### config.mk
export PLATFORM = sky130hd
export DESIGN_NAME = alu_serial_seq
export DESIGN_NICKNAME = d
export VERILOG_FILES = /design/src/rtl/alu_pkg.sv /design/src/rtl/alu_bit_slice.sv /design/src/rtl/alu_serial_seq.sv
export SDC_FILE = /design/constraint.sdc
export NUM_CORES = 1
export LEC_CHECK = 0
export CAP_MARGIN = 20
export CORE_AREA = 2 2 105 107
export DETAILED_ROUTE_END_ITERATION = 7
export DIE_AREA = 0 0 107 109
export PLACE_DENSITY = 0.9
export SLEW_MARGIN = 20
export SYNTH_ARGS = -nofsm -noshare
export SYNTH_HDL_FRONTEND = slang
export SYNTH_SLANG_ARGS = --single-unit
### constraint.sdc
create_clock -name clk -period 2.32 [get_ports clk]
set_input_delay 0.348 -clock clk [delete_from_list [all_inputs] [get_ports clk]]
set_output_delay 0.348 -clock clk [all_outputs]
set_load 0.01 [all_outputs]
### src/rtl/alu_pkg.sv
// Shared definitions for the bit-serial ALU: op codes, sequencer state
// encodings and small op-classification helpers.
package alu_pkg;

    localparam logic [3:0] ALU_ADD    = 4'b0000;
    localparam logic [3:0] ALU_SUB    = 4'b0001;
    localparam logic [3:0] ALU_AND    = 4'b0010;
    localparam logic [3:0] ALU_OR     = 4'b0011;
    localparam logic [3:0] ALU_NOR    = 4'b0100;
    localparam logic [3:0] ALU_XOR    = 4'b0101;
    localparam logic [3:0] ALU_XNOR   = 4'b0110;
    localparam logic [3:0] ALU_NAND   = 4'b0111;
    localparam logic [3:0] ALU_PASS_A = 4'b1000;
    localparam logic [3:0] ALU_PASS_B = 4'b1001;
    localparam logic [3:0] ALU_ZERO   = 4'b1010;
    localparam logic [3:0] ALU_SLT    = 4'b1011;
    localparam logic [3:0] ALU_SLTU   = 4'b1100;

    localparam logic [1:0] ST_IDLE = 2'd0;
    localparam logic [1:0] ST_RUN  = 2'd1;
    localparam logic [1:0] ST_DONE = 2'd2;

    // Subtract-style ops feed ~b with a carry-in of 1.
    function automatic logic op_inverts_b(input logic [3:0] op);
        return (op == ALU_SUB) || (op == ALU_SLT) || (op == ALU_SLTU);
    endfunction

    function automatic logic op_is_arith(input logic [3:0] op);
        return (op == ALU_ADD) || op_inverts_b(op);
    endfunction

    function automatic logic op_has_ovf(input logic [3:0] op);
        return (op == ALU_ADD) || (op == ALU_SUB) || (op == ALU_SLT);
    endfunction

endpackage

### src/rtl/alu_bit_slice.sv
// Combinational 1-bit ALU slice; in MSB mode it also yields the
// signed and unsigned less-than bits.
module alu_bit_slice
    import alu_pkg::*;
(
    input  logic [3:0] op,
    input  logic       a,
    input  logic       b,
    input  logic       cin,
    input  logic       is_msb,
    output logic       result,
    output logic       cout,
    output logic       slt_bit,
    output logic       sltu_bit
);

    logic b_eff;
    logic sum;
    logic carry;

    always_comb begin
        b_eff  = b ^ op_inverts_b(op);
        sum    = a ^ b_eff ^ cin;
        carry  = (a & b_eff) | (a & cin) | (b_eff & cin);
        result = 1'b0;
        cout   = 1'b0;
        case (op)
            ALU_ADD, ALU_SUB, ALU_SLT, ALU_SLTU: begin
                result = sum;
                cout   = carry;
            end
            ALU_AND:    result = a & b;
            ALU_OR:     result = a | b;
            ALU_NOR:    result = ~(a | b);
            ALU_XOR:    result = a ^ b;
            ALU_XNOR:   result = ~(a ^ b);
            ALU_NAND:   result = ~(a & b);
            ALU_PASS_A: result = a;
            ALU_PASS_B: result = b;
            default:    result = 1'b0;
        endcase
        // Signed less-than is the sign of the true difference: ovf ^ sum.
        slt_bit  = is_msb & ((cin ^ carry) ^ sum);
        sltu_bit = is_msb & ~carry;
    end

endmodule

### src/rtl/alu_serial_seq.sv
// Bit-serial ALU sequencer: accepts one op, runs it LSB first through a
// single alu_bit_slice over WIDTH cycles, then holds the result until taken.
module alu_serial_seq
    import alu_pkg::*;
#(
    parameter int WIDTH = 32,
    parameter int CNT_W = $clog2(WIDTH)
) (
    input  logic             clk,
    input  logic             rst,
    input  logic             in_valid,
    output logic             in_ready,
    input  logic [3:0]       in_op,
    input  logic [WIDTH-1:0] in_a,
    input  logic [WIDTH-1:0] in_b,
    output logic             out_valid,
    input  logic             out_ready,
    output logic [WIDTH-1:0] out_result,
    output logic             out_cout,
    output logic             out_ovf,
    output logic             out_zero
);

    localparam logic [CNT_W-1:0] LAST_IDX = CNT_W'(WIDTH - 1);

    logic [1:0]       state_reg, state_next;
    logic [3:0]       op_reg, op_next;
    logic [WIDTH-1:0] a_reg, a_next;
    logic [WIDTH-1:0] b_reg, b_next;
    logic [WIDTH-1:0] res_reg, res_next;
    logic             carry_reg, carry_next;
    logic [CNT_W-1:0] bit_idx_reg, bit_idx_next;
    logic             cout_reg, cout_next;
    logic             ovf_reg, ovf_next;

    logic is_msb;
    logic slice_result;
    logic slice_cout;
    logic slice_slt;
    logic slice_sltu;

    assign is_msb = (bit_idx_reg == LAST_IDX);

    alu_bit_slice u_slice (
        .op       (op_reg),
        .a        (a_reg[0]),
        .b        (b_reg[0]),
        .cin      (carry_reg),
        .is_msb   (is_msb),
        .result   (slice_result),
        .cout     (slice_cout),
        .slt_bit  (slice_slt),
        .sltu_bit (slice_sltu)
    );

    always_comb begin
        state_next   = state_reg;
        op_next      = op_reg;
        a_next       = a_reg;
        b_next       = b_reg;
        res_next     = res_reg;
        carry_next   = carry_reg;
        bit_idx_next = bit_idx_reg;
        cout_next    = cout_reg;
        ovf_next     = ovf_reg;
        case (state_reg)
            ST_IDLE: begin
                if (in_valid) begin
                    op_next      = in_op;
                    a_next       = in_a;
                    b_next       = in_b;
                    res_next     = '0;
                    carry_next   = op_inverts_b(in_op);
                    bit_idx_next = '0;
                    cout_next    = 1'b0;
                    ovf_next     = 1'b0;
                    state_next   = ST_RUN;
                end
            end
            ST_RUN: begin
                a_next       = a_reg >> 1;
                b_next       = b_reg >> 1;
                res_next     = {slice_result, res_reg[WIDTH-1:1]};
                carry_next   = slice_cout;
                bit_idx_next = bit_idx_reg + 1'b1;
                if (is_msb) begin
                    // Compare ops discard the shifted sum in favour of one flag bit.
                    if (op_reg == ALU_SLT) begin
                        res_next = WIDTH'(slice_slt);
                    end else if (op_reg == ALU_SLTU) begin
                        res_next = WIDTH'(slice_sltu);
                    end
                    cout_next  = op_is_arith(op_reg) & slice_cout;
                    ovf_next   = op_has_ovf(op_reg) & (carry_reg ^ slice_cout);
                    state_next = ST_DONE;
                end
            end
            ST_DONE: begin
                if (out_ready) begin
                    state_next = ST_IDLE;
                end
            end
            default: state_next = ST_IDLE;
        endcase
    end

    always_ff @(posedge clk) begin
        if (rst) begin
            state_reg   <= ST_IDLE;
            op_reg      <= ALU_ZERO;
            a_reg       <= '0;
            b_reg       <= '0;
            res_reg     <= '0;
            carry_reg   <= 1'b0;
            bit_idx_reg <= '0;
            cout_reg    <= 1'b0;
            ovf_reg     <= 1'b0;
        end else begin
            state_reg   <= state_next;
            op_reg      <= op_next;
            a_reg       <= a_next;
            b_reg       <= b_next;
            res_reg     <= res_next;
            carry_reg   <= carry_next;
            bit_idx_reg <= bit_idx_next;
            cout_reg    <= cout_next;
            ovf_reg     <= ovf_next;
        end
    end

    assign in_ready   = (state_reg == ST_IDLE);
    assign out_valid  = (state_reg == ST_DONE);
    assign out_result = res_reg;
    assign out_cout   = cout_reg;
    assign out_ovf    = ovf_reg;
    assign out_zero   = (res_reg == '0);

endmodule

==> results of run 1 <==
## worst min-delay path by stage
stage / start / end / slack (ns) / depth (start not counted)
3_3_place_gp: a_reg[30]$_SDFFE_PP0P_ / a_reg[30]$_SDFFE_PP0P_ / 0.45 / 2
3_5_place_dp: a_reg[30]$_SDFFE_PP0P_ / a_reg[30]$_SDFFE_PP0P_ / 0.45 / 2
4_1_cts: rst / out_result[16]$_SDFFE_PP0P_ / 0.40 / 2
6_report: rst / out_result[19]$_SDFFE_PP0P_ / 0.41 / 2
5_1_grt: rst / out_result[26]$_SDFFE_PP0P_ / 0.42 / 2
2_1_floorplan: a_reg[29]$_SDFFE_PP0P_ / a_reg[29]$_SDFFE_PP0P_ / 0.44 / 2
## metrics by stage
| stage | hold slack (ns) | power (uW) | instance area, um^2 |
|---|---|---|---|
| detailed placement | 0.452 | 2870 | 6500 |
| floorplan | 0.437 | 2640 | 5370 |
| finish | 0.412 | 3920 | 6700 |
| global route | 0.416 | 4130 | 6700 |
| CTS | 0.397 | 3930 | 6680 |
| global placement | 0.451 | 2850 | 6500 |
## worst register-to-register path, cell delays in order (launching register included)
cell	delay (ns)
dfxtp_2	0.40
and4bb_1	0.24
a31oi_1	0.19
xnor2_1	0.19
inv_1	0.09
fa_1	0.43
or3_1	0.44
o21ai_1	0.14
## layout by cell type, fill, tap and decap left out, types with 3 or more instances in the layout
cell type        instances
nand4_1                  3
nor3_1                  59
nand3_1                  5
dfxtp_2                  3
and3b_1                  3
nand3b_1                 5
nand2_1                 13
a32oi_1                 31
dfxtp_1                106
buf_12                   3
a211oi_1                 5
clkdlybuf4s50_1        106
o21ai_0                  4
nor2_1                 222
nor4_2                   3
nor4_1                   5
nor3b_1                  5
inv_1                    8
clkbuf_8                 9
ha_1                     4
mux2i_1                  3
a21oi_1                 72
nor2b_1                 63
nand2b_1                 3
buf_4                   14
## area by class of cell
class                      count  area (um^2)
sequential                   110         2210
clock inverter                 7         55.1
fill                         897         3910
multi-input combinational    540         2870
timing repair buffer         124         1230
clock buffer                   9          124
inverter                       8         30.0
tap                          140          175
## power by group
part	leakage [uW]	total [uW]	switching, uW	internal [uW]
Sequential	0.000905	2090	77.4	2010
Clock	0.0000919	1090	684	404
Combinational	0.00164	748	391	357
Total	0.00264	3920	1150	2770
## metal layers
metal	share of wire (%)	up-vias	wire length, um	track usage [%]
li1	-	2580	-	-
met1	44	2368	5730	28.3
met2	49	141	6300	36.4
met3	4.5	27	586	3.47
met4	2.4	0	314	9.83
met5	0	-	0	0
## cell families after synthesis
group	count (synthesis)	synth area share, %
buffers and inverters	72	6.12
and+or+nand+nor	403	35.2
AOI/OAI and AO/OA	122	14.4
xor gates and xnor gates	3	0.489
muxes	6	1.19
adders and majority gates	6	1.68
DFF	110	41.0
==> results.sh, run 1 <==
export IMPL_cp_slowest_stage_delay_ns=0.54
export IMPL_status="finished clean"
export IMPL_synth_edf_count=0
export IMPL_drt_pass1_iterations=4
export IMPL_numCtsBuffers=9
export IMPL_clockRootBuffer="clkbuf_8"
export IMPL_path_max_fanout=4
export IMPL_cp_arrival_ns=1.87
export IMPL_slowest_stage="clkdlybuf4s50_1"
export IMPL_cts_resized=0
export IMPL_port_buffers=108
export IMPL_clock_latency_ns=0.38
export IMPL_syn_nets=800
export IMPL_cts_tree="built"
export IMPL_detail_route_antenna_nets=0
export IMPL_startpoint="out_result[24]$_SDFFE_PP0P_"
export IMPL_clk_path_buf_depth=2
export IMPL_ys_top_cells_by_count="nor2_1, dfxtp_1, a21oi_1, nor2b_1, nor3_1"
export IMPL_clock_skew_ns=0.0142
export IMPL_drv_cap=0
export IMPL_cts_hold_fix_buffers=0
export IMPL_post_cts_buffers=0
export IMPL_tightest_slew_ns=0.647
export IMPL_htree_levels=3
export IMPL_min_period_over_period_pct=95.8
export IMPL_die_area_um2=11700
export IMPL_power_leakage_uw=0.00264
export IMPL_async_flop_share_pct=0
export IMPL_grt_max_degree=75
export IMPL_worstSetupEndpoint="out_zero"
export IMPL_period_minus_slack_ns=2.22
export IMPL_synth_warnings=0
export IMPL_critPathBufInv=1
export IMPL_grt_use_total_pct=21.9
export IMPL_place_hpwl_um=8470
export IMPL_required_ns=1.97
export IMPL_num_io_pins=109
export IMPL_cp_end_kind="output port"
export IMPL_setup_viol=0
export IMPL_slew_headroom_pct=56.9
export IMPL_diodes=0
export IMPL_synth_top_area_share_pct=41.0
export IMPL_fmax_mhz=450
export IMPL_slew_violations=0
export IMPL_via_count=5116
export IMPL_rsz0062_at_grt="false"
export IMPL_area_growth_pct=24.6
export IMPL_cts_sinks=110
export IMPL_utilization_pct=63.2
export IMPL_pre_cts_slack_ns=0.0837
export IMPL_grt_antenna_before_repair=0
export IMPL_nNetsFinal=871
export IMPL_setup_ws_ns=0.0973
export IMPL_path_clk_slew_ns=0.10
export IMPL_coreArea_um2=10600
export IMPL_drive_gt1_share_pct=5.76
export IMPL_drt_initial_drc_count=336
export IMPL_ir_drop_mv=0.326
export IMPL_critPathTopFamily="simple AND/OR/NAND/NOR gates"
export IMPL_hp_class="in -> reg"
export IMPL_crit_path_start_kind="flip-flop"
export IMPL_synth_seq_cells=110
export IMPL_ys_seq_area_share_pct=41.0
export IMPL_grt_pass1_wl_um=21000
export IMPL_die_h_um=109
export IMPL_crit_chain="nor4_1, nand4_1, nor2_1, clkdlybuf4s50_1"
export IMPL_fin_tns_setup_ns=0
export IMPL_syn_cell_area_um2=5370
export IMPL_synth_cells=722
export IMPL_ff2ff_path_depth=7
export IMPL_reg2reg_from="op_reg[1]$_SDFFE_PP1P_"
export IMPL_grt_pass1_vias=4598
export IMPL_hold_violations=0
export IMPL_routed_wl_um=12900
export IMPL_worstReg2RegEnd="out_cout$_SDFFE_PP0P_"
export IMPL_netlist_cell_type_count=47
export IMPL_avgSynthCellArea_um2=7.44
export IMPL_drcViolationCount=0
export IMPL_synth_top_cell_by_area="dfxtp_1"
export IMPL_yosysMostFrequentCell="nor2_1"
export IMPL_dieWidth_um=107
export IMPL_synth_flop_cell="dfxtp_1"
export IMPL_critPathKind="reg -> out"
export IMPL_post_place_cells=922
export IMPL_r2r_setup_slack_ns=0.15
export IMPL_cp_depth=4
export IMPL_row_count=38
export IMPL_instances_no_fill=938
export IMPL_synth_area_leaders="dfxtp_1, nor2_1, nor2b_1"
export IMPL_routed_via_density=5.45
export IMPL_power_density_nw_per_um2=586
export IMPL_floorplan_initialDensity_pct=50.7
export IMPL_grt_overflow=0
export IMPL_wl_per_cell_um=13.8
export IMPL_gp_congestion=0.824
Note: power is estimated with default switching activity, not from simulation.
==> run 2, diff against run 1 <==
--- a/config.mk
+++ b/config.mk
@@ -9,6 +9,7 @@
 export CORE_AREA = 2 2 105 107
 export DETAILED_ROUTE_END_ITERATION = 7
 export DIE_AREA = 0 0 107 109
+export HOLD_SLACK_MARGIN = 0.02
 export PLACE_DENSITY = 0.9
 export SLEW_MARGIN = 20
 export SYNTH_ARGS = -nofsm -noshare
==> results of run 2 <==
Same layout as run 1: the final DEF is identical, and so are final timing and power.
==> run 3, diff against run 2 <==
--- a/config.mk
+++ b/config.mk
@@ -11,6 +11,7 @@
 export DIE_AREA = 0 0 107 109
 export HOLD_SLACK_MARGIN = 0.02
 export PLACE_DENSITY = 0.9
+export SKIP_CTS_REPAIR_TIMING = 1
 export SLEW_MARGIN = 20
 export SYNTH_ARGS = -nofsm -noshare
 export SYNTH_HDL_FRONTEND = slang
==> results of run 3 <==
Same layout as run 1: the final DEF is identical, and so are final timing and power.
